==> src/rtl/kgp_risc_control_fsm_pkg.sv <==
// KGP-RISC control sequencer: opcodes, state encodings, pc_src codes
// and the opcode classifier shared by the sequencer files.
package kgp_risc_control_fsm_pkg;

  localparam logic [5:0] OP_ALU_R = 6'h00;
  localparam logic [5:0] OP_ALU_I = 6'h01;
  localparam logic [5:0] OP_LW    = 6'h02;
  localparam logic [5:0] OP_SW    = 6'h03;
  localparam logic [5:0] OP_B     = 6'h04;
  localparam logic [5:0] OP_BR    = 6'h05;
  localparam logic [5:0] OP_BL    = 6'h06;
  localparam logic [5:0] OP_BLTZ  = 6'h08;
  localparam logic [5:0] OP_BZ    = 6'h09;
  localparam logic [5:0] OP_BNZ   = 6'h0A;
  localparam logic [5:0] OP_BCY   = 6'h0B;
  localparam logic [5:0] OP_BNCY  = 6'h0C;
  localparam logic [5:0] OP_HALT  = 6'h3F;

  localparam logic [1:0] PC_PLUS4 = 2'd0;
  localparam logic [1:0] PC_LABEL = 2'd1;
  localparam logic [1:0] PC_RS    = 2'd2;

  typedef enum logic [2:0] {
    S_IDLE,
    S_FETCH,
    S_DECODE,
    S_EXEC,
    S_MEM,
    S_WB,
    S_HALT
  } state_t;

  typedef enum logic [2:0] {
    C_ALU,
    C_MEM,
    C_BR,
    C_HALT,
    C_BAD
  } op_class_t;

  function automatic op_class_t op_class(logic [5:0] op);
    op_class_t c;
    case (op)
      OP_ALU_R, OP_ALU_I: c = C_ALU;
      OP_LW, OP_SW:       c = C_MEM;
      OP_B, OP_BR, OP_BL,
      OP_BLTZ, OP_BZ, OP_BNZ,
      OP_BCY, OP_BNCY:    c = C_BR;
      OP_HALT:            c = C_HALT;
      default:            c = C_BAD;
    endcase
    return c;
  endfunction

endpackage

==> src/rtl/kgp_risc_control_fsm_if.sv <==
// Sequencer <-> datapath bundle; master is the sequencer side.
// illegal exists only when KGP_ILLEGAL_TRAP_EN is defined.
interface kgp_risc_control_fsm_if #(
  parameter int RETIRE_W = 32
);
  logic                start;
  logic [5:0]          opcode;
  logic                zero_flag;
  logic                sign_flag;
  logic                carry_flag;
  logic                pc_write;
  logic [1:0]          pc_src;
  logic                ir_write;
  logic                reg_write;
  logic                link_wr;
  logic                alu_src_imm;
  logic                flags_write;
  logic                mem_read;
  logic                mem_write;
  logic                wb_sel;
  logic                busy;
  logic                halted;
  logic [RETIRE_W-1:0] retired;
`ifdef KGP_ILLEGAL_TRAP_EN
  logic                illegal;
`endif

  modport master (
    input  start, opcode,
    input  zero_flag, sign_flag, carry_flag,
    output pc_write, pc_src, ir_write,
    output reg_write, link_wr,
    output alu_src_imm, flags_write,
    output mem_read, mem_write, wb_sel,
    output busy, halted, retired
`ifdef KGP_ILLEGAL_TRAP_EN
    , output illegal
`endif
  );

  modport slave (
    output start, opcode,
    output zero_flag, sign_flag, carry_flag,
    input  pc_write, pc_src, ir_write,
    input  reg_write, link_wr,
    input  alu_src_imm, flags_write,
    input  mem_read, mem_write, wb_sel,
    input  busy, halted, retired
`ifdef KGP_ILLEGAL_TRAP_EN
    , input illegal
`endif
  );

endinterface

==> src/rtl/kgp_risc_branch_eval.sv <==
// Branch resolution: opcode + flags -> taken.
// Unconditional branches are always taken; non-branches never.
module kgp_risc_branch_eval
  import kgp_risc_control_fsm_pkg::*;
(
  input  logic [5:0] opcode,
  input  logic       zero_flag,
  input  logic       sign_flag,
  input  logic       carry_flag,
  output logic       taken
);

  always_comb begin
    taken = 1'b0;
    unique case (1'b1)
      opcode == OP_B,
      opcode == OP_BR,
      opcode == OP_BL:   taken = 1'b1;
      opcode == OP_BLTZ: taken = sign_flag;
      opcode == OP_BZ:   taken = zero_flag;
      opcode == OP_BNZ:  taken = ~zero_flag;
      opcode == OP_BCY:  taken = carry_flag;
      opcode == OP_BNCY: taken = ~carry_flag;
      default:           taken = 1'b0;
    endcase
  end

endmodule

==> src/rtl/kgp_risc_control_fsm.sv <==
// KGP-RISC multi-cycle sequencer (IDLE/FETCH/DECODE/EXEC/MEM/WB/HALT).
// Define KGP_ILLEGAL_TRAP_EN to trap unlisted opcodes into HALT.
module kgp_risc_control_fsm
  import kgp_risc_control_fsm_pkg::*;
#(
  parameter int MEM_LAT  = 1,
  parameter int RETIRE_W = 32
) (
  input  logic clk,
  input  logic rst,
  kgp_risc_control_fsm_if.master bus
);

  localparam logic [2:0] LAST = 3'(MEM_LAT - 1);

  state_t              state;
  logic [2:0]          wait_cnt;
  logic [RETIRE_W-1:0] retired_q;
  op_class_t           cls;
  logic                taken;
  logic                is_lw;
  logic                wait_last;
  logic                retire;

  assign cls       = op_class(bus.opcode);
  assign is_lw     = (bus.opcode == OP_LW);
  assign wait_last = (wait_cnt == LAST);

  kgp_risc_branch_eval u_branch_eval (
    .opcode     (bus.opcode),
    .zero_flag  (bus.zero_flag),
    .sign_flag  (bus.sign_flag),
    .carry_flag (bus.carry_flag),
    .taken      (taken)
  );

  always_comb begin
    retire = 1'b0;
    unique case (1'b1)
      state == S_EXEC:   retire = (cls == C_BR);
      state == S_MEM:    retire = wait_last & ~is_lw;
      state == S_WB:     retire = 1'b1;
`ifndef KGP_ILLEGAL_TRAP_EN
      state == S_DECODE: retire = (cls == C_BAD);
`endif
      default:           retire = 1'b0;
    endcase
  end

`ifdef KGP_ILLEGAL_TRAP_EN
  logic illegal_q;
  assign bus.illegal = illegal_q;
`endif

  always_ff @(posedge clk or negedge rst) begin
    if (!rst) begin
      state     <= S_IDLE;
      wait_cnt  <= '0;
      retired_q <= '0;
`ifdef KGP_ILLEGAL_TRAP_EN
      illegal_q <= 1'b0;
`endif
    end else begin
      if (retire) retired_q <= retired_q + 1'b1;
      unique case (state)
        S_IDLE: if (bus.start) state <= S_FETCH;
        S_FETCH: begin
          if (wait_last) begin
            wait_cnt <= '0;
            state    <= S_DECODE;
          end else begin
            wait_cnt <= wait_cnt + 3'd1;
          end
        end
        S_DECODE: begin
          unique case (cls)
            C_HALT: state <= S_HALT;
`ifdef KGP_ILLEGAL_TRAP_EN
            C_BAD: begin
              state     <= S_HALT;
              illegal_q <= 1'b1;
            end
`else
            C_BAD:  state <= S_FETCH;
`endif
            default: state <= S_EXEC;
          endcase
        end
        S_EXEC: begin
          unique case (cls)
            C_ALU:   state <= S_WB;
            C_MEM:   state <= S_MEM;
            default: state <= S_FETCH;
          endcase
        end
        S_MEM: begin
          if (wait_last) begin
            wait_cnt <= '0;
            state    <= is_lw ? S_WB : S_FETCH;
          end else begin
            wait_cnt <= wait_cnt + 3'd1;
          end
        end
        S_WB:    state <= S_FETCH;
        S_HALT:  state <= S_HALT;
        default: state <= S_IDLE;
      endcase
    end
  end

  assign bus.retired = retired_q;
  assign bus.busy    = (state != S_IDLE) && (state != S_HALT);
  assign bus.halted  = (state == S_HALT);

  // Strobes decode from state and the opcode held by the decoder.
  always_comb begin
    bus.pc_write    = 1'b0;
    bus.pc_src      = PC_PLUS4;
    bus.ir_write    = 1'b0;
    bus.reg_write   = 1'b0;
    bus.link_wr     = 1'b0;
    bus.alu_src_imm = 1'b0;
    bus.flags_write = 1'b0;
    bus.mem_read    = 1'b0;
    bus.mem_write   = 1'b0;
    bus.wb_sel      = 1'b0;
    unique case (state)
      S_FETCH: begin
        bus.ir_write = wait_last;
        bus.pc_write = wait_last;
      end
      S_EXEC: begin
        unique case (cls)
          C_ALU: begin
            bus.flags_write = 1'b1;
            bus.alu_src_imm = (bus.opcode == OP_ALU_I);
          end
          C_MEM: bus.alu_src_imm = 1'b1;
          C_BR: begin
            bus.pc_write  = taken;
            bus.pc_src    = (bus.opcode == OP_BR) ? PC_RS : PC_LABEL;
            bus.reg_write = (bus.opcode == OP_BL);
            bus.link_wr   = (bus.opcode == OP_BL);
          end
          default: ;
        endcase
      end
      S_MEM: begin
        bus.mem_read  = is_lw;
        bus.mem_write = ~is_lw & (wait_cnt == 3'd0);
      end
      S_WB: begin
        bus.reg_write = 1'b1;
        bus.wb_sel    = is_lw;
      end
      default: ;
    endcase
  end

endmodule

==> src/flat_wrapper.sv <==
// flat-port wrapper written by rule: the top's interface ports become plain ports
module kgp_risc_control_fsm_flat import kgp_risc_control_fsm_pkg::*;
#(
  parameter int MEM_LAT  = 1,
  parameter int RETIRE_W = 32
)
  (clk, rst, bus_start, bus_opcode, bus_zero_flag, bus_sign_flag, bus_carry_flag, bus_pc_write, bus_pc_src, bus_ir_write, bus_reg_write, bus_link_wr, bus_alu_src_imm, bus_flags_write, bus_mem_read, bus_mem_write, bus_wb_sel, bus_busy, bus_halted, bus_retired);
  kgp_risc_control_fsm_if #(.RETIRE_W(RETIRE_W)) bus_i ();
  input  logic clk;
  input  logic rst;
  input wire logic [$bits(bus_i.start)-1:0] bus_start;
  input wire logic [$bits(bus_i.opcode)-1:0] bus_opcode;
  input wire logic [$bits(bus_i.zero_flag)-1:0] bus_zero_flag;
  input wire logic [$bits(bus_i.sign_flag)-1:0] bus_sign_flag;
  input wire logic [$bits(bus_i.carry_flag)-1:0] bus_carry_flag;
  output wire logic [$bits(bus_i.pc_write)-1:0] bus_pc_write;
  output wire logic [$bits(bus_i.pc_src)-1:0] bus_pc_src;
  output wire logic [$bits(bus_i.ir_write)-1:0] bus_ir_write;
  output wire logic [$bits(bus_i.reg_write)-1:0] bus_reg_write;
  output wire logic [$bits(bus_i.link_wr)-1:0] bus_link_wr;
  output wire logic [$bits(bus_i.alu_src_imm)-1:0] bus_alu_src_imm;
  output wire logic [$bits(bus_i.flags_write)-1:0] bus_flags_write;
  output wire logic [$bits(bus_i.mem_read)-1:0] bus_mem_read;
  output wire logic [$bits(bus_i.mem_write)-1:0] bus_mem_write;
  output wire logic [$bits(bus_i.wb_sel)-1:0] bus_wb_sel;
  output wire logic [$bits(bus_i.busy)-1:0] bus_busy;
  output wire logic [$bits(bus_i.halted)-1:0] bus_halted;
  output wire logic [$bits(bus_i.retired)-1:0] bus_retired;
  assign bus_i.start = bus_start;
  assign bus_i.opcode = bus_opcode;
  assign bus_i.zero_flag = bus_zero_flag;
  assign bus_i.sign_flag = bus_sign_flag;
  assign bus_i.carry_flag = bus_carry_flag;
  assign bus_pc_write = bus_i.pc_write;
  assign bus_pc_src = bus_i.pc_src;
  assign bus_ir_write = bus_i.ir_write;
  assign bus_reg_write = bus_i.reg_write;
  assign bus_link_wr = bus_i.link_wr;
  assign bus_alu_src_imm = bus_i.alu_src_imm;
  assign bus_flags_write = bus_i.flags_write;
  assign bus_mem_read = bus_i.mem_read;
  assign bus_mem_write = bus_i.mem_write;
  assign bus_wb_sel = bus_i.wb_sel;
  assign bus_busy = bus_i.busy;
  assign bus_halted = bus_i.halted;
  assign bus_retired = bus_i.retired;
  kgp_risc_control_fsm #(.MEM_LAT(MEM_LAT), .RETIRE_W(RETIRE_W)) u_core (.clk(clk), .rst(rst), .bus(bus_i));
endmodule
==> config.mk <==
export PLATFORM = sky130hd
export DESIGN_NAME = kgp_risc_control_fsm_flat
export DESIGN_NICKNAME = d
export VERILOG_FILES = /design/src/rtl/kgp_risc_control_fsm_pkg.sv /design/src/rtl/kgp_risc_control_fsm_if.sv /design/src/rtl/kgp_risc_branch_eval.sv /design/src/rtl/kgp_risc_control_fsm.sv /design/src/flat_wrapper.sv
export SDC_FILE = /design/constraint.sdc
export NUM_CORES = 1
export LEC_CHECK = 0
export ABC_CLOCK_PERIOD_IN_PS = 2300
export CORE_ASPECT_RATIO = 0.6
export CORE_MARGIN = 2
export CORE_UTILIZATION = 50
export CTS_CLUSTER_DIAMETER = 120
export DETAILED_ROUTE_END_ITERATION = 8
export HOLD_SLACK_MARGIN = 0.1
export PLACE_DENSITY = 0.89
export SYNTH_ARGS = -nofsm -noshare
export SYNTH_HDL_FRONTEND = slang
export SYNTH_SLANG_ARGS = --single-unit
==> constraint.sdc <==
create_clock -name clk -period 2.3 [get_ports clk]
set_input_delay 0.46 -clock clk [delete_from_list [all_inputs] [get_ports clk]]
set_output_delay 0.46 -clock clk [all_outputs]
set_load 0.03 [all_outputs]
======== Word-level counts from Yosys, hierarchy flattened ========
Memories as Yosys holds them, arrays and structs flattened.
Index checks and enable logic that the tools add are counted.
word-level totals
  bits in registers ....................... 38
  output and inout bits ................... 45
  memories kept ........................... 1
  memory bits (read-only) ................. 192
  logic and storage cells ................. 68
cells by class
  eq/ne operators ......................... 24
  reductions and logical operators ........ 8
  bitwise operators ....................... 4
  mux-type cells .......................... 26
  $add $sub $neg .......................... 2
memories
  memory            words  bits a word  rd ports  clocked after Yosys merged registers in  wr ports  RTL line                        RTL
  (name not given)  64     3            1         0                                        0         kgp_risc_control_fsm_pkg.sv:43  case (op)
operators with widths
  operator                                                          number
  32-bit by 1-bit adder with 32-bit output (second input constant)  1
  6-bit by 4-bit == test with 1-bit output (second input constant)  5
  3-bit one-hot mux with 7 select lines                             1
  6-bit by 3-bit == test with 1-bit output (second input constant)  3
  3-bit two-way mux                                                 5
  3-bit by 2-bit == test with 1-bit output (second input constant)  4
  3-bit == test (second input constant)                             4
  3-bit one-hot mux with 2 select lines                             2
  1-bit two-way mux                                                 10
  3-bit zero test                                                   3
  3-bit by 1-bit == test with 1-bit output (second input constant)  2
  6-bit by 1-bit == test with 1-bit output (second input constant)  1
  6-bit by 2-bit == test with 1-bit output (second input constant)  1
  2-bit two-way mux                                                 3
  1-bit one-hot mux with 2 select lines                             3
  1-bit one-hot mux with 6 select lines                             1
  2-bit by 1-bit != test with 1-bit output (second input constant)  2
  1-bit one-hot mux with 4 select lines                             1
  3-bit by 1-bit adder with 3-bit output (second input constant)    1
  3-bit != test (second input constant)                             1
  1-bit inverter                                                    3
  3-bit AND reduction                                               1
  3-bit nonzero test                                                1
  3-bit OR reduction                                                1
  4 further kinds                                                   4

======== Logic depth before layout (Yosys ltp) ========
  depth in word-level cells ............... 5
  mapped depth ............................ 8
  gate-level depth less buffers ........... 7

======== Cells and area by module ========
Synthesis repeated with hierarchy kept, for this count alone.
second synthesis, totals
  cell total of the unflattened synthesis .. 226
  area, all modules ....................... 2138.3 um^2
by module, submodules not included
  module                times used  area each (um^2)  cells each
  kgp_risc_control_fsm  1           2074.5            216
  kgp_risc_branch_eval  1           63.8              10

======== Least setup slack after synthesis ========
No wires, ideal clock.
  kind .................................... reg-to-output
  start point ............................. register u_core.state[2]
  end point ............................... output bus_reg_write
  setup slack ............................. -218 ps
  stages on the path, launching flop included .. 6
  data arrival time ....................... 2058 ps
  path through ............................ dfrtp_1 > nand3b_1 > nor3_1 > nand3b_1 > nor3_1 > o21a_1
between the ends
  longest elaborated chain between the ends .. 2
  elaborated cells between the ends (all ways) .. 3
ends and longest elaborated chain
  item                                                                       RTL line                     RTL
  from (decl)                                                                kgp_risc_control_fsm.sv:16   state_t state;
  from (signal assigned)                                                     kgp_risc_control_fsm.sv:99   state <= is_lw ? S_WB : S_FETCH;
  3-bit == test or 3-bit by 2-bit == test with 1-bit output (tied branches)  kgp_risc_control_fsm.sv:127  unique case (state)
  1-bit one-hot mux with 2 select lines *                                    kgp_risc_control_fsm.sv:127
  to (decl)                                                                  flat_wrapper.sv:19           output wire logic [$bits(bus_i.reg_write)-1:0] bus_reg_write;
Every way passes the cells marked *; elsewhere a longest branch is shown, timed or not.

======== Worst setup path in the final report ========
  start point ............................. register u_core.wait_cnt[0]
  end point ............................... output bus_pc_write
between the ends
  longest elaborated chain between the ends .. 2
ends and longest elaborated chain
  item                                   RTL line                     RTL
  from (decl)                            kgp_risc_control_fsm.sv:17   logic [2:0] wait_cnt;
  from (signal assigned)                 kgp_risc_control_fsm.sv:72   wait_cnt <= wait_cnt + 3'd1;
  from (signal assigned)                 kgp_risc_control_fsm.sv:101  wait_cnt <= wait_cnt + 3'd1;
  3-bit zero test                        kgp_risc_control_fsm.sv:27   assign wait_last = (wait_cnt == LAST);
  1-bit one-hot mux with 2 select lines  kgp_risc_control_fsm.sv:127
  to (decl)                              flat_wrapper.sv:16           output wire logic [$bits(bus_i.pc_write)-1:0] bus_pc_write;
No other way between the ends.

==> metrics <==
status finished clean; Max Clk Rate 0.451 GHz; via count 2256; Setup-failing EPs final 0; gpl congestion 0.916; Syn. warnings 0; initial core utilization 52.2%; Arr. time, crit path 1.76 ns; syn nets 265; Die X 93.6 µm; post-route cell area 3290 µm²; IO buf count 56; CTS Buf Count 5; Post-synth EDFFs 0; Worst EP required 1.84 ns; Antenna Nets Post-Route 0; Synth Cell Area 2410 µm²; CTS tree yes; FF+latch count, synth 38; final period utilization 96.5%; Worst Clk Skew 0.00746 ns; final slew viol count 0; placed cells 380; vias in the first global route 2165; min Tclk post-route 2.22 ns; core area 4610 µm²; crit-path max FO 5; Clock Latency Late Sink 0.29 ns; Critical Path Start Type flop; drt initial violations 167; Layout Cells excl Fill 391; Worst Tran Pin Value 0.837 ns; All-Layer GR Usage 24.6%; Layout area overhead 36.6%; placed cell areas 3140 µm²; layout cells sized above 1 24.7%; die area 5400 µm²; clock transition at the registers of the reported paths 0.08 ns; grt ovf 0; register area share after synthesis 39.5%; die height 57.7 µm; root buffer cell clkbuf_8; worst hold slack 0.269 ns; worst path cell trace inv_1, ha_2, nand2b_4, or3_4, o21ai_0, buf_4; post-synthesis cell type count 51; post-synthesis async set-or-reset flop share 100%; worst slack, placed -0.418 ns; diode count 0; Slowest Stage Delay on Critical Path 0.40 ns; TritonCTS Sinks 38; post-route setup slack 0.0809 ns; H-tree levels 2; worst-path cell with the longest stage delay dfrtp_1; pwr dens 752 nW/µm²; Final Hold Vio Count 0; Worst Hold Class in2async; Crit Path Category reg2out; syn_area_per_cell 9.62 µm²; Main synth FF type dfrtp_1; first-pass GRT wire length 10.5 mm; Max transition margin 44.2%; row count 19; routed len/inst 16.0 µm; I/O pin count 57; post-synthesis cell count 250; vias per inst 5.77; VDD IR-drop max 0.788 mV; total leakage power 0.00150 µW; RSZ-0062 raised after global routing yes; # DRC 0; largest net degree at the start of global routing 39; Final HPWL DP 4.53 mm; setup TNS 0 ns; first drt pass iteration count 4; crit end category primary output; max_cap viols 0; Nets 342; Longest Clk Path Bufs 2; initial antenna violation count 0; Routed WL 6.27 mm
## power by group
group	internal, µW	total [µW]	switching, µW
Sequential	759	910	150
Combinational	458	1090	627
Clock	242	474	233
Total	1460	2470	1010
## per-layer routing
| metal | vias up | wire length (µm) | global-route usage (%) |
|---|---|---|---|
| met1 | 1121 | 3120 | 37.7 |
| met2 | 73 | 2770 | 36.3 |
| met4 | 0 | 41 | 4.97 |
| li1 | 1056 | - | - |
| met5 | - | 0 | 0 |
| met3 | 6 | 340 | 5.46 |
## path summary, 6_finish.rpt
check / start / endpoint / slack, ns / cells past startpoint
worst max-delay path: u_core.wait_cnt[0] / bus_pc_write / 0.08 / 6
worst min-delay path: rst / u_core.bus.retired[27] / 0.27 / 1
worst max register to register: u_core.state[2] / u_core.bus.retired[16] / 0.24 / 8
worst min register to register: u_core.bus.retired[31] / u_core.bus.retired[31] / 0.48 / 1
max in group asynchronous: rst / u_core.state[2] / 1.45 / 1
min in group clk: u_core.bus.retired[31] / u_core.bus.retired[31] / 0.48 / 1
## cell type report
cell class	instances	area, µm²
Multi-Input combinational cell	189	1380
Fill cell	323	1330
Sequential cell	38	952
Timing Repair Buffer	86	759
Clock buffer	7	86.3
Tap cell	63	78.8
Inverter	7	26.3
Clock inverter	1	5.00
## stage by stage
step	util (%)	power [µW]
global route	71.2	2600
finish	71.2	2470
global placement	68.1	1920
CTS	71.0	2470
floorplan	-	1520
detailed placement	68.1	1950
## registers in the layout (all words and copies together) (netlist names)
register            count
u_core.bus.retired     32
u_core.state            3
u_core.wait_cnt         3
## layout by cell type (no fill, tap or decap), drive strengths merged, types with 2 or more instances in the layout
master / synthesis / layout
buf: 13 / 43
dfrtp: 38 / 38
clkdlybuf4s50: 0 / 36
xor2: 30 / 30
a21oi: 26 / 26
nand4: 19 / 19
nand3: 15 / 15
nand2: 14 / 14
nor2: 11 / 11
o21ai: 9 / 9
clkbuf: 3 / 8
inv: 7 / 7
nor3: 7 / 7
a211oi: 5 / 5
and2: 4 / 4
and3: 4 / 4
dlygate4sd2: 0 / 4
nor2b: 4 / 4
nor4: 3 / 3
nand2b: 3 / 3
a21boi: 3 / 3
mux2: 3 / 3
o211ai: 3 / 3
ha: 3 / 3
nand3b: 2 / 2
o21a: 2 / 2
a21o: 2 / 2
and4: 2 / 2
dlymetal6s2s: 0 / 2
or3: 2 / 2
## worst max-delay path: cells and delay by family (launching register included)
kind	cells	cell delay, ns
and+or+nand+nor	2	0.46
adders and majority gates	1	0.23
AOI/OAI and AO/OA	1	0.09
DFF	1	0.40
buffers and inverters	2	0.29
## cell usage after synthesis, types with 2 or more instances
cell      count  area (µm²)
nand3_1      14        70.1
o21a_1        2        15.0
o21ai_1       2        10.0
a21oi_1      26         130
and4_1        2        17.5
mux2_2        2        22.5
ha_1          3        37.5
a21boi_0      2        15.0
nor2b_1       4        25.0
a211oi_2      4        50.1
and3_1        4        25.0
o21ai_0       6        30.0
clkbuf_1      3        11.3
nor3_1        7        35.0
nand2b_1      3        18.8
inv_1         7        26.3
nand3b_1      2        15.0
and2_1        4        25.0
o211ai_1      2        15.0
a21o_1        2        15.0
nand2_1      13        48.8
buf_2         9        45.0
dfrtp_1      38         951
nand4_1      18         113
nor2_1       11        41.3
nor4_4        2        42.5
buf_6         4        45.0
or3_1         2        12.5
xor2_1       30         263
## cells by family (layout without fill, tap and decap cells)
group	after synthesis	in the layout	synth area share [%]
and+or+nand+nor	94	94	23.0
AOI/OAI and AO/OA	57	57	17.3
DFF	38	38	39.5
xor gates and xnor gates	31	31	11.3
buffers and inverters	23	101	5.30
muxes	4	4	1.98
adders and majority gates	3	3	1.56
## repair_timing
| item | in CTS | in global routing |
|---|---|---|
| buffers inserted | 3 | 0 |
| resized for setup | 14 | 11 |
| pin swaps | 1 | 1 |
| hold buffers | 0 | 0 |
| setup endpoints to repair | 34 | 10 |
Note: power is estimated with default switching activity, not from simulation.
